$ cat config.mk
export PLATFORM = sky130hd
export DESIGN_NAME = align_shift_grs
export DESIGN_NICKNAME = d
export VERILOG_FILES = /design/src/rtl/align_shift_grs.sv
export SDC_FILE = /design/constraint.sdc
export NUM_CORES = 1
export LEC_CHECK = 0
export ABC_AREA = 0
export ABC_CLOCK_PERIOD_IN_PS = 2520
export BUFFER_PORTS_ARGS = -buffer_cell sky130_fd_sc_hd__buf_4
export CORE_ASPECT_RATIO = 1.25
export CORE_MARGIN = 2
export CORE_UTILIZATION = 50
export CTS_CLUSTER_SIZE = 24
export DETAILED_ROUTE_END_ITERATION = 10
export GPL_ROUTABILITY_DRIVEN = 0
export PLACE_DENSITY_LB_ADDON = 0.2
export SLEW_MARGIN = 20
export SYNTH_ARGS = -nofsm -noshare
export SYNTH_HDL_FRONTEND = slang
export SYNTH_SLANG_ARGS = --single-unit
$ cat constraint.sdc
create_clock -name clk -period 2.52 [get_ports clk]
set_input_delay 0.63 -clock clk [delete_from_list [all_inputs] [get_ports clk]]
set_output_delay 0.63 -clock clk [all_outputs]
set_load 0.03 [all_outputs]
$ cat src/rtl/align_shift_grs.sv
// align_shift_grs: iterative right-shift aligner producing guard/round/sticky.
// A latched shift amount is applied one binary stage per cycle, most
// significant stage first, over a (MANT_W+2)-bit {mant, g, r} working register.
// Bits falling off the bottom of the working register accumulate into sticky.
// Optional feature macro: ALIGN_EARLY_EXIT_EN -- finish as soon as no set
// shift bits remain below the stage just processed; results are unchanged.
module align_shift_grs #(
  parameter int MANT_W  = 24,
  parameter int SHIFT_W = 5
) (
  input  logic               clk,
  input  logic               rst_n,
  input  logic               in_valid,
  output logic               in_ready,
  input  logic [MANT_W-1:0]  mant_in,
  input  logic [SHIFT_W-1:0] shift_amt,
  output logic               out_valid,
  input  logic               out_ready,
  output logic [MANT_W-1:0]  mant_out,
  output logic               g,
  output logic               r,
  output logic               s,
  output logic               busy
);

  localparam int W  = MANT_W + 2;
  localparam int KW = (SHIFT_W > 1) ? $clog2(SHIFT_W) : 1;

  typedef enum logic [1:0] {IDLE, SHIFT, DONE} state_t;

  state_t             state_q, state_d;
  logic [W-1:0]       work_q, work_d;
  logic               sticky_q, sticky_d;
  logic [SHIFT_W-1:0] amt_q, amt_d;
  logic [KW-1:0]      k_q, k_d;
  logic [MANT_W-1:0]  mant_q, mant_d;
  logic               g_q, g_d, r_q, r_d, s_q, s_d;

  // Per-stage candidates: working register shifted by 2^gi and the OR of the
  // bits that shift discards. Stages at least as wide as the register flush it.
  logic [W-1:0] stage_work [SHIFT_W];
  logic         stage_lost [SHIFT_W];

  genvar gi;
  generate
    for (gi = 0; gi < SHIFT_W; gi++) begin : g_stage
      if (gi >= $clog2(W)) begin : g_flush
        assign stage_work[gi] = '0;
        assign stage_lost[gi] = |work_q;
      end else begin : g_part
        localparam int D = 1 << gi;
        assign stage_work[gi] = work_q >> D;
        assign stage_lost[gi] = |work_q[D-1:0];
      end
    end
  endgenerate

  logic [W-1:0] sel_work;
  logic         sel_lost;
  logic         bit_set;
  logic [W-1:0] shifted_work;
  logic         shifted_sticky;
  logic         last_stage;

  // Pick the stage selected by k and decide whether this is the final stage.
  always_comb begin
    sel_work = work_q;
    sel_lost = 1'b0;
    bit_set  = 1'b0;
    for (int i = 0; i < SHIFT_W; i++) begin
      if (int'(k_q) == i) begin
        sel_work = stage_work[i];
        sel_lost = stage_lost[i];
        bit_set  = amt_q[i];
      end
    end
    shifted_work   = bit_set ? sel_work : work_q;
    shifted_sticky = sticky_q | (bit_set & sel_lost);
`ifdef ALIGN_EARLY_EXIT_EN
    // Finished once no set shift bit remains below the current stage.
    last_stage = 1'b1;
    for (int i = 0; i < SHIFT_W; i++) begin
      if (amt_q[i] && (i < int'(k_q))) last_stage = 1'b0;
    end
`else
    last_stage = (k_q == '0);
`endif
  end

  // Next-state and datapath update for the IDLE/SHIFT/DONE sequence.
  always_comb begin
    state_d  = state_q;
    work_d   = work_q;
    sticky_d = sticky_q;
    amt_d    = amt_q;
    k_d      = k_q;
    mant_d   = mant_q;
    g_d      = g_q;
    r_d      = r_q;
    s_d      = s_q;
    case (state_q)
      IDLE: begin
        if (in_valid) begin
          work_d   = {mant_in, 2'b00};
          sticky_d = 1'b0;
          amt_d    = shift_amt;
          k_d      = KW'(SHIFT_W - 1);
          state_d  = SHIFT;
`ifdef ALIGN_EARLY_EXIT_EN
          // A zero shift is already aligned: publish the operand directly.
          if (shift_amt == '0) begin
            state_d = DONE;
            mant_d  = mant_in;
            g_d     = 1'b0;
            r_d     = 1'b0;
            s_d     = 1'b0;
          end
`endif
        end
      end
      SHIFT: begin
        work_d   = shifted_work;
        sticky_d = shifted_sticky;
        k_d      = k_q - KW'(1);
        if (last_stage) begin
          state_d = DONE;
          mant_d  = shifted_work[W-1:2];
          g_d     = shifted_work[1];
          r_d     = shifted_work[0];
          s_d     = shifted_sticky;
        end
      end
      DONE: begin
        if (out_ready) state_d = IDLE;
      end
      default: state_d = IDLE;
    endcase
  end

  // State and datapath registers with synchronous active-low reset.
  always_ff @(posedge clk) begin
    if (!rst_n) begin
      state_q  <= IDLE;
      work_q   <= '0;
      sticky_q <= 1'b0;
      amt_q    <= '0;
      k_q      <= '0;
      mant_q   <= '0;
      g_q      <= 1'b0;
      r_q      <= 1'b0;
      s_q      <= 1'b0;
    end else begin
      state_q  <= state_d;
      work_q   <= work_d;
      sticky_q <= sticky_d;
      amt_q    <= amt_d;
      k_q      <= k_d;
      mant_q   <= mant_d;
      g_q      <= g_d;
      r_q      <= r_d;
      s_q      <= s_d;
    end
  end

  assign in_ready  = (state_q == IDLE);
  assign out_valid = (state_q == DONE);
  assign busy      = (state_q != IDLE);
  assign mant_out  = mant_q;
  assign g         = g_q;
  assign r         = r_q;
  assign s         = s_q;

endmodule

==> flow_metrics.py <==
metrics = {
    "clock_tree": {
        "postCtsSetupBuffers": 0,
        "postCtsResizedCells": 0,
        "tritoncts.num_buffers": 9,
        "clock_latency_ns": 0.36,
        "clock_tree_from_tritoncts": "done",
        "cts.reportedPaths.clkPinSlew_ns": 0.07,
        "ctsRootBufferMaster": "clkbuf_8",
        "cts_max_level": 3,
        "max-clock-path-buffers": 2,
        "postCtsHoldBufs": 0,
        "cts.sinks": 64,
    },
    "drt": {
        "count_of_unresolved_drc_violations_after_routing": 0,
        "antenna_left": 0,
        "drt_pass1_iterations": 7,
        "iteration_0_drc_markers": 747,
        "post_drt_via_cell_ratio": 6.57,
        "met2_length_um": 6770,
        "dr_total_vias": 5021,
        "top_layer_used_by_detailed_routing": "met4",
        "wire_per_inst_um": 19.3,
        "wirelength_um": 14700,
        "wl_met1_um": 5880,
        "wl_met3_um": 1340,
    },
    "worst_setup_path": {
        "path_class": "reg2reg",
        "standard_cell_with_the_maximum_stage_delay_on_the_critical_path": "dfxtp_1",
        "cpMostUsedCell": "a21oi_1",
        "critical_path_data_arrival_time_ns": 2.60,
        "cp-start-kind": "flop",
        "timing.critical_path.cells": "inv_1 -> ha_1 -> buf_4 -> a211oi_1 -> a21oi_1 -> o211ai_1 -> o221a_2 -> a21oi_1",
        "cp.required_ns": 2.76,
        "endpoint_kind": "flop",
        "critical_path_fanout_max": 16,
        "crit_buf_inv": 2,
        "path_delay_family": "compound AO/OA/AOI/OAI gates",
        "slowest_delay_ns": 0.40,
    },
    "sta": {
        "relSlewSlack_pct": 61.2,
        "timing.setup.tns_ns": 0,
        "final-setup-viol-count": 0,
        "worst_hold_margin_ns": 0.457,
        "fin_worst_skew_ns": 0.0114,
        "finalWorstPathRequiredPeriod_ns": 2.36,
        "grt_setup_unrepaired": "false",
        "timing_max_transition_violations_final": 0,
        "clock.fmax_mhz": 424,
        "layout_worst_path_cycle_share_pct": 93.5,
        "tightest_slew_ns": 0.580,
        "hold_viol": 0,
    },
    "logic_synthesis": {
        "synth.net_count": 645,
        "netlist-cell-type-count": 66,
        "yosys_register_bits": 64,
        "synth_top_flop_cell": "dfxtp_1",
        "synth.avg_cell_area_um2": 7.41,
        "edff_count_synth": 0,
        "synthesis.instances": 607,
        "fraction_of_synthesis_flops_using_an_asynchronous_set_or_reset_pin_pct": 0,
        "syn_area_um2": 4500,
        "synth_seq_area_share_pct": 28.5,
        "yosys_warnings": 0,
    },
    "global_routing": {
        "antenna_violations_before_repair": 0,
        "grt_use_total_pct": 30.3,
        "grt_pass1_wl_um": 22800,
        "grt_max_degree": 35,
        "grt-ovfl-total": 0,
        "vias_in_the_first_global_route": 4415,
    },
    "cells_and_area": {
        "final_nets": 678,
        "final_cells": 764,
        "syn_to_final_growth_pct": 16.0,
        "finalCoreUtilization_pct": 60.0,
        "mostFrequentLayoutCell": "a21oi_1",
        "layout-drive-gt1-share_pct": 20.5,
        "antenna_cells_inserted": 0,
        "design_area_um2": 5220,
        "layout.cells.most_common_list": "a21oi_1, buf_4, dfxtp_1",
    },
    "floorplan": {
        "floorplan.die_area_um2": 9770,
        "io_pins": 63,
        "start_util_pct": 51.7,
        "die-height_um": 110,
        "core_region_area_um2": 8700,
        "placementRows": 38,
        "fp.dieW_um": 88.8,
    },
    "placed_design": {
        "dp_hpwl_um": 10300,
        "place.detailed.instances": 749,
        "place.port_buffers": 62,
        "detailed_place.area_um2": 5030,
    },
    "hold_path": {
        "hold_path_class": "reg2reg",
    },
    "pwr": {
        "power.density_cell_area_nw_per_um2": 666,
        "total_leakage_power_nw": 2.01,
        "vdd_ir_drop_max_mv": 0.358,
    },
    "run": {
        "cap_violations": 0,
    },
    "run_status": {
        "outcome": "completed",
    },
}
-- cells by family (layout without fill, tap and decap cells) --
kind of cell	Yosys count	after routing	share of synthesized area (%)
multiplexers	3	3	0.807
AND/OR/NAND/NOR	186	186	21.1
XOR/XNOR	1	1	0.195
buffers and inverters	83	120	8.46
flip-flops	64	64	28.5
adder cells (fa/ha/maj)	5	5	1.39
AO/OA/AOI/OAI	265	265	39.5
-- cells in the mapped netlist, drive strengths merged, types with 10 or more instances --
master / count / area (um^2)
o211ai: 11 / 87.6
inv: 14 / 52.6
nand2: 50 / 190
a21oi: 93 / 477
nand2b: 10 / 62.6
nor2b: 25 / 156
dfxtp: 64 / 1280
buf: 33 / 193
nand3: 21 / 105
o31ai: 11 / 82.6
a31oi: 22 / 138
nor3: 10 / 55.1
o21ai: 48 / 255
clkbuf: 35 / 131
nor2: 40 / 166
-- path summary, 6_finish.rpt --
path	end	depth (start not counted)	slack [ns]	startpoint
hold reg to reg	mant_out[20]	2	0.46	mant_out[20]
hold / removal	mant_out[20]	2	0.46	mant_out[20]
setup reg to reg	work_q[9]	8	0.16	k_q[0]
setup / recovery	work_q[9]	8	0.16	k_q[0]
-- stage by stage --
stage / worst slack [ns] / total power, mW
after detailed placement: 0.220 / 2.59
final: 0.164 / 3.48
after CTS: 0.198 / 3.45
after floorplan: 0.570 / 2.18
after global placement: 0.301 / 2.56
after global routing: 0.00514 / 3.65
-- worst register-to-register path: stages, from the launching register on --
cell and delay (ns):
dfxtp_1 0.40, inv_1 0.10, ha_1 0.37, buf_4 0.27
a211oi_1 0.34, a21oi_1 0.11, o211ai_1 0.34, o221a_2 0.25
a21oi_1 0.06
-- sequential cells by signal, indices dropped and copies added (netlist names) --
name      cells
state_q       2
s             1
r             1
mant_out     24
amt_q         5
work_q       26
k_q           3
sticky_q      1
g             1
-- final cells by class --
cell class | count | area [um^2]
fill | 806 | 3480
clock inverter | 4 | 45.0
sequential | 64 | 1280
multi-input combinational | 460 | 2840
timing repair buffer | 90 | 701
tap | 120 | 150
inverter | 15 | 56.3
clock buffer | 11 | 141
-- layer usage --
metal,GRT usage [%],vias to the layer above
met5,0,-
met4,14.1,0
met3,6.92,71
met2,47.8,343
met1,39.1,2295
li1,-,2312
-- power breakdown --
part           total, mW  switching (mW)  internal [mW]
registers           1.25           0.142           1.11
logic               1.35           0.828          0.527
clock network      0.872           0.399          0.473
Note: power is estimated with default switching activity, not from simulation.
